--- src/rtl/piezo_pkg.sv ---
// Shared types and constants for the piezo melody sequencer: FSM states,
// note indices, ROM entry layout and the default demo melody.
package piezo_pkg;

    typedef enum logic [2:0] {
        S_IDLE,
        S_FETCH,
        S_PLAY,
        S_GAP,
        S_FINISH
    } state_t;

    localparam int NOTE_W    = 3;
    localparam int DUR_W     = 3;
    localparam int ROM_W     = NOTE_W + DUR_W;
    localparam int ROM_DEPTH = 16;
    localparam int IDX_W     = 4;

    localparam logic [NOTE_W-1:0] NOTE_DO  = 3'd0;
    localparam logic [NOTE_W-1:0] NOTE_RE  = 3'd1;
    localparam logic [NOTE_W-1:0] NOTE_MI  = 3'd2;
    localparam logic [NOTE_W-1:0] NOTE_FA  = 3'd3;
    localparam logic [NOTE_W-1:0] NOTE_SOL = 3'd4;
    localparam logic [NOTE_W-1:0] NOTE_LA  = 3'd5;
    localparam logic [NOTE_W-1:0] NOTE_SI  = 3'd6;
    localparam logic [NOTE_W-1:0] NOTE_HDO = 3'd7;

    localparam logic [DUR_W-1:0] DUR_END = '0;

    typedef logic [ROM_W-1:0] rom_entry_t;
    typedef rom_entry_t [ROM_DEPTH-1:0] rom_image_t;

    // Entry 0 sits in the least significant slot: DO x2, SOL x1, HDO x1, end.
    localparam rom_image_t DEMO_ROM = rom_image_t'({78'd0,
                                                    NOTE_HDO, 3'd1,
                                                    NOTE_SOL, 3'd1,
                                                    NOTE_DO,  3'd2});

    // DO drives KEY bit 7, high DO drives bit 0.
    function automatic logic [7:0] note_onehot(input logic [NOTE_W-1:0] note);
        return 8'h80 >> note;
    endfunction

endpackage

--- src/rtl/piezo_melody_rom.sv ---
// Combinational 16 x {note, dur} melody lookup addressed by the current note index.
module piezo_melody_rom
    import piezo_pkg::*;
#(
    parameter rom_image_t ROM_INIT = DEMO_ROM
) (
    input  logic [IDX_W-1:0]  addr,
    output logic [NOTE_W-1:0] note,
    output logic [DUR_W-1:0]  dur
);

    assign {note, dur} = ROM_INIT[addr];

endmodule

--- src/rtl/piezo_melody_seq.sv ---
// Melody sequencer: steps through the ROM producing a registered one-hot KEY
// select for the tone generator, with a manual keypad pass-through while idle.
module piezo_melody_seq
    import piezo_pkg::*;
#(
    parameter int         BEAT_TICKS = 25000,
    parameter int         GAP_TICKS  = 2500,
    parameter rom_image_t ROM_INIT   = DEMO_ROM
) (
    input  logic             CLK,
    input  logic             RESETN,
    input  logic             START,
    input  logic             STOP,
    input  logic [7:0]       KEY_IN,
    output logic [7:0]       KEY_OUT,
    output logic             BUSY,
    output logic             DONE,
    output logic [IDX_W-1:0] NOTE_IDX
);

    // Wide enough for the longest note (7 beats) and for the gap length; since
    // 7*BEAT_TICKS is never a power of two the full product also fits.
    localparam int PLAY_MAX = 7 * BEAT_TICKS;
    localparam int CNT_MAX  = (GAP_TICKS > PLAY_MAX) ? GAP_TICKS : PLAY_MAX;
    localparam int CNT_W    = (CNT_MAX > 1) ? $clog2(CNT_MAX) : 1;
    localparam int GAP_M1   = (GAP_TICKS > 0) ? GAP_TICKS - 1 : 0;

    localparam logic [CNT_W-1:0] BEAT_C   = CNT_W'(BEAT_TICKS);
    localparam logic [CNT_W-1:0] GAP_LOAD = CNT_W'(GAP_M1);

    state_t             state;
    state_t             next_state;
    state_t             advance_state;
    logic [CNT_W-1:0]   cnt;
    logic [CNT_W-1:0]   cnt_next;
    logic [CNT_W-1:0]   play_load;
    logic [NOTE_W-1:0]  rom_note;
    logic [DUR_W-1:0]   rom_dur;
    logic [7:0]         key_next;
    logic [7:0]         key_filtered;
    logic [IDX_W-1:0]   idx_next;
    logic               cnt_zero;
    logic               last_entry;

    piezo_melody_rom #(
        .ROM_INIT (ROM_INIT)
    ) melody_rom (
        .addr (NOTE_IDX),
        .note (rom_note),
        .dur  (rom_dur)
    );

    assign cnt_zero      = (cnt == '0);
    assign last_entry    = (NOTE_IDX == IDX_W'(ROM_DEPTH - 1));
    assign advance_state = last_entry ? S_FINISH : S_FETCH;
    assign play_load     = CNT_W'(rom_dur) * BEAT_C - CNT_W'(1);
    // Keypad chords and releases both map to silence.
    assign key_filtered  = ((KEY_IN != 8'h00) && ((KEY_IN & (KEY_IN - 8'd1)) == 8'h00))
                           ? KEY_IN : 8'h00;

    always_ff @(posedge CLK) begin
        if (!RESETN) begin
            state <= S_IDLE;
        end else begin
            state <= next_state;
        end
    end

    always_comb begin
        next_state = state;
        case (state)
            S_IDLE:   if (START) next_state = S_FETCH;
            S_FETCH:  next_state = (rom_dur == DUR_END) ? S_FINISH : S_PLAY;
            S_PLAY:   if (cnt_zero) next_state = (GAP_TICKS > 0) ? S_GAP : advance_state;
            S_GAP:    if (cnt_zero) next_state = advance_state;
            S_FINISH: next_state = S_IDLE;
            default:  next_state = S_IDLE;
        endcase
        if (STOP) next_state = S_IDLE;
    end

    always_comb begin
        key_next = 8'h00;
        idx_next = NOTE_IDX;
        cnt_next = cnt;
        case (state)
            S_IDLE: begin
                if (next_state == S_IDLE) key_next = key_filtered;
            end
            S_FETCH: begin
                if (next_state == S_PLAY) begin
                    key_next = note_onehot(rom_note);
                    cnt_next = play_load;
                end
            end
            S_PLAY: begin
                if (next_state == S_PLAY) begin
                    key_next = note_onehot(rom_note);
                    cnt_next = cnt - CNT_W'(1);
                end else if (next_state == S_GAP) begin
                    cnt_next = GAP_LOAD;
                end
            end
            S_GAP: begin
                if (next_state == S_GAP) cnt_next = cnt - CNT_W'(1);
            end
            default: ;
        endcase
        if ((next_state == S_FETCH) && ((state == S_PLAY) || (state == S_GAP)))
            idx_next = NOTE_IDX + IDX_W'(1);
        if (next_state == S_IDLE) idx_next = '0;
    end

    always_ff @(posedge CLK) begin
        if (!RESETN) begin
            KEY_OUT  <= 8'h00;
            BUSY     <= 1'b0;
            DONE     <= 1'b0;
            NOTE_IDX <= '0;
            cnt      <= '0;
        end else begin
            KEY_OUT  <= key_next;
            BUSY     <= (next_state != S_IDLE);
            DONE     <= (next_state == S_FINISH);
            NOTE_IDX <= idx_next;
            cnt      <= cnt_next;
        end
    end

endmodule

--- config.mk ---
export PLATFORM = sky130hd
export DESIGN_NAME = piezo_melody_seq
export DESIGN_NICKNAME = d
export VERILOG_FILES = /design/src/rtl/piezo_pkg.sv /design/src/rtl/piezo_melody_rom.sv /design/src/rtl/piezo_melody_seq.sv
export SDC_FILE = /design/constraint.sdc
export NUM_CORES = 1
export LEC_CHECK = 0
export CAP_MARGIN = 5
export CORE_ASPECT_RATIO = 0.75
export CORE_MARGIN = 2
export CORE_UTILIZATION = 44
export CTS_CLUSTER_DIAMETER = 50
export DETAILED_ROUTE_END_ITERATION = 10
export PLACE_DENSITY = 0.78
export SYNTH_ARGS = -nofsm -noshare
export SYNTH_HDL_FRONTEND = slang
export SYNTH_SLANG_ARGS = --single-unit
--- constraint.sdc ---
create_clock -name CLK -period 2 [get_ports CLK]
set_clock_uncertainty 0.05 [all_clocks]
set_input_delay 0.3 -clock CLK [delete_from_list [all_inputs] [get_ports CLK]]
set_output_delay 0.3 -clock CLK [all_outputs]
set_load 0.1 [all_outputs]
Word level (Yosys, flattened, before mapping):

Memory sizes are Yosys's and may differ from the RTL's. A register that Yosys moved wholly into a read port is not among the register bits.
Index checks and enable logic that the tools add are counted.
W data, S select, Z words.

* register bits after elaboration: 35
* bits in latches: 0
* RAM bits: 0
* ROM bits: 96
* output and inout bits: 14
* logic and storage cells: 60
* memories: 1

* $add $sub $neg: 4
* multipliers: 1
* divide/modulo/power cells: 0
* order comparisons: 1
* eq/ne operators: 11
* shift-type cells: 1
* multiplexer cells: 19
* bitwise operators: 2
* reduce and logical (&&, ||, !) cells: 14

Memory list
* (name not given): words 16, width 6, rd ports 1, clocked after Yosys merged registers in 1, wr ports 0, line piezo_melody_rom.sv:12 `assign {note, dur} = ROM_INIT[addr];`

Operators by type and width (number)
* $mux W18: 4
* $pmux W18 S3: 1
* $sub A18 B1 Y18 const B: 2
* $mux W8: 3
* $logic_not A18 Y1: 1
* $mux W3: 6
* $pmux W8 S2: 1
* $mul A3 B12 Y15 const B: 1
* $eq A3 B2 Y1 const B: 4
* $pmux W3 S4: 1
* $logic_not A3 Y1: 3
* $and A8 B8 Y8: 1
* $logic_not A8 Y1: 1
* $mux W4: 2
* $reduce_bool A8 Y1: 1
* $shr A8 B3 Y8 const A: 1
* $sub A8 B1 Y8 const B: 1
* $eq A3 B1 Y1 const B: 2
* $mux W6: 1
* $reduce_bool A3 Y1: 2
* $lt A4 B5 Y1 const B: 1
* $add A4 B1 Y4 const B: 1
* $eq A4 B4 Y1 const B: 1
* $ne A2 B2 Y1 const B: 2
* other kinds (7): 9

Depth between registers and ports, before layout:

* depth after elaboration: 10
* mapped depth: 10
* gate-level depth less buffers: 9

Cells and area by module:

Synthesis repeated with hierarchy kept, for this count alone.

* cells, all modules: 314
* area, all modules: 2556.2 um2

By module, submodules not included
* piezo_melody_seq: times used 1, cells an instance 303, area each 2474.9 um2, sequential area each 700.7 um2
* piezo_melody_rom: times used 1, cells an instance 11, area each 81.3 um2, sequential area each 0.0 um2

Worst setup path after synthesis:

No wires, ideal clock.

* kind: reg2reg
* start point: reg NOTE_IDX[1]
* end point: reg, netlist name melody_rom.dur[1]
* arrival time: 2.409 ns
* required time: 1.836 ns
* slack: -0.573 ns
* cell stages (with the launch flop): 8
* cells stage by stage: dfxtp_1 ha_1 and3_1 nand4_1 o21ai_2 nor2_4 mux2i_1 a21o_1

RTL lines
* from (decl): line piezo_melody_seq.sv:18 `output logic [IDX_W-1:0] NOTE_IDX`
* from (signal assigned): line piezo_melody_seq.sv:125 `NOTE_IDX <= idx_next;`

==> reports/metrics.yaml <==
synth:
  ys_seq_elements: 38
  synth.distinct_cells: 58
  synthFlopType: "dfxtp_1"
  ys_seq_area_frac: 0.341
  synth_edf_count: 0
  syn_area_mm2: 0.00223
  syn_nets: 292
  ys_warn_count: 0
  synth.avg_cell_area_um2: 8.18
  synth_cells: 273
  async_reset_ff_frac: 0
cts:
  cts_sinks: 38
  cts.clk_slew.worst_paths_ps: 70
  clockBufferDepth: 2
  cts_inserted_buffers: 5
  clk_latency_ps: 300
  h-tree-depth: 2
  cts_tree: "yes"
  cts-root-buf: "clkbuf_8"
power_and_ir_drop:
  powerDensity_mw_per_mm2: 561
  power.leakage_nw: 1.33
  peakVddDrop_v: 0.000497
setup_path:
  cp.required_ps: 2140
  start_kind: "flop"
  endpoint_kind: "flop"
  cp_max_fo: 4
  crit_arrival_ps: 2150
  r2r_cells: 8
  critPathKind: "reg2reg"
sta:
  final_hold_viol_count: 0
  slew_headroom: 0.671
  min_period_over_period: 1.01
  setup_viol: 1
  fin_hold_ws_ps: 440
  fin_ws_ps: -14.1
  clock.fmax_mhz: 496
  fin_crit_ps: 2010
  drv_slew: 0
  tightest_slew_ps: 490
  rsz0062_at_grt: "true"
route:
  antenna_left: 0
  drt_iter0_drc: 177
  drc_errors: 0
  first_pass_iters: 4
  vias_per_cell: 5.70
  wl_per_cell_um: 16.2
  wl_mm: 6.77
  num_vias: 2375
global_route:
  antenna_found_initial: 0
  grt_pass1_vias: 2214
  overflow: 0
  grt_usage: 0.250
  grt_pass1_wl_mm: 10.9
  grt_max_degree: 17
cells_and_area:
  layout-drive-gt1-share: 0.359
  multiInputGateArea_mm2: 0.00148
  final_common_cell: "buf_4"
  layout.cells.non_filler: 417
  nets: 376
  fillers: 402
  n_antenna_cell: 0
  layout_common_cells: "buf_4, dfxtp_1, o21ai_0"
  final-seq-area_um2: 785
  area_growth_pct: 45.0
die:
  die_w_um: 86.3
  dieArea_mm2: 0.00567
  die_height_um: 65.7
  start_util: 0.456
  coreArea_mm2: 0.00490
  io_pins: 26
  fp-row-count: 22
status:
  outcome: "finished with violations"
  violations: "negative setup slack"
worst_hold_path:
  hp-class: "reg2reg"
  whs_path_depth: 2
place:
  dp_slack_ps: -255
  place.port_buffers: 25
  gp_congestion: 0.948
  placed_cells: 402
  place_hpwl_mm: 4.84
flow_run:
  drv_cap: 0
## cell type report
type                       count  area share
multi-input combinational    205       0.456
sequential                    38       0.242
timing repair buffer          92       0.234
clock buffer                   7      0.0267
tap                           60      0.0232
inverter                      15      0.0174
## stage by stage
step	instance area, µm²	power [W]	util	setup TNS, ps
floorplan	2260	0.00103	-	0
global placement	2950	0.00120	0.601	-2230
detailed placement	2950	0.00121	0.601	-3900
CTS	3110	0.00177	0.635	-96.2
global route	3240	0.00190	0.661	-636
finish	3240	0.00182	0.661	-14.1
## cells in the mapped netlist, types with 2 or more instances
| library cell | instances | area, µm² |
|---|---|---|
| nor2_1 | 24 | 90.1 |
| a21boi_0 | 2 | 15.0 |
| a21boi_1 | 2 | 15.0 |
| a32o_1 | 4 | 40.0 |
| nand4_1 | 5 | 31.3 |
| buf_4 | 2 | 15.0 |
| mux2i_1 | 3 | 30.0 |
| nor4_1 | 2 | 12.5 |
| nand2b_1 | 2 | 12.5 |
| o22ai_1 | 3 | 18.8 |
| nor3_1 | 12 | 60.1 |
| xor2_1 | 2 | 17.5 |
| a21oi_1 | 16 | 80.1 |
| or3_1 | 4 | 25.0 |
| nor4_4 | 2 | 42.5 |
| and3_1 | 6 | 37.5 |
| and2_1 | 7 | 43.8 |
| a22o_1 | 2 | 17.5 |
| buf_2 | 3 | 15.0 |
| ha_1 | 7 | 87.6 |
| nor2b_1 | 6 | 37.5 |
| xnor2_1 | 4 | 35.0 |
| dfxtp_1 | 38 | 761 |
| nand2_1 | 14 | 52.6 |
| clkbuf_1 | 8 | 30.0 |
| o21ai_0 | 32 | 160 |
| inv_1 | 15 | 56.3 |
| a31oi_1 | 7 | 43.8 |
| o31ai_1 | 2 | 15.0 |
| nand3_1 | 9 | 45.0 |
## power by group
part / total, W / internal (W) / switching (W)
Sequential: 0.000780 / 0.000768 / 0.0000126
Clock: 0.000542 / 0.000274 / 0.000268
Combinational: 0.000494 / 0.000233 / 0.000261
Total: 0.00182 / 0.00127 / 0.000542
## metal layers
| metal | GRT usage | vias to the layer above | share of wire |
|---|---|---|---|
| met5 | 0 | - | 0 |
| met4 | 0.0410 | 0 | 0.0058 |
| met3 | 0.0603 | 6 | 0.093 |
| met2 | 0.367 | 100 | 0.43 |
| met1 | 0.375 | 1114 | 0.47 |
| li1 | - | 1155 | - |
## worst max-delay path, cell delays in order (launching register included)
cell and delay, ps:
dfxtp_2 340, nor4_4 310, buf_4 190, nand4_1 140, buf_4 190, o21ai_4 220, nor2_4 100, mux2i_4 200
a21o_1 170
## cell families after synthesis
kind of cell             share of synthesized area
AND/OR/NAND/NOR                              0.273
multiplexers                                0.0134
AO/OA/AOI/OAI                                0.246
adder cells (fa/ha/maj)                     0.0437
buffers and inverters                       0.0594
XOR/XNOR                                    0.0235
flip-flops                                   0.341
## sequential cells by signal (all words and copies together) (netlist names)
register and flops:
melody_rom.dur 2, BUSY 1, cnt 18, KEY_OUT 8
NOTE_IDX 4, DONE 1, state 3, melody_rom.note 1
## worst paths after layout
path	start	end	slack (ps)
worst max register to register	cnt[2]$_SDFFE_PN0P_	melody_rom.dur[1]$_SDFF_PP0_	-10
worst min register to register	cnt[11]$_SDFFE_PN0P_	cnt[11]$_SDFFE_PN0P_	440
worst min-delay path	cnt[11]$_SDFFE_PN0P_	cnt[11]$_SDFFE_PN0P_	440
worst max-delay path	cnt[2]$_SDFFE_PN0P_	melody_rom.dur[1]$_SDFF_PP0_	-10
## what timing repair did
| item | 4_1_cts | 5_1_grt |
|---|---|---|
| hold buffers | 0 | 0 |
| gates resized for setup | 11 | 35 |
| pin swaps | 11 | 17 |
| setup buffers | 5 | 4 |
| setup endpoints to repair | 13 | 31 |
(Power assumes the default switching activity.)
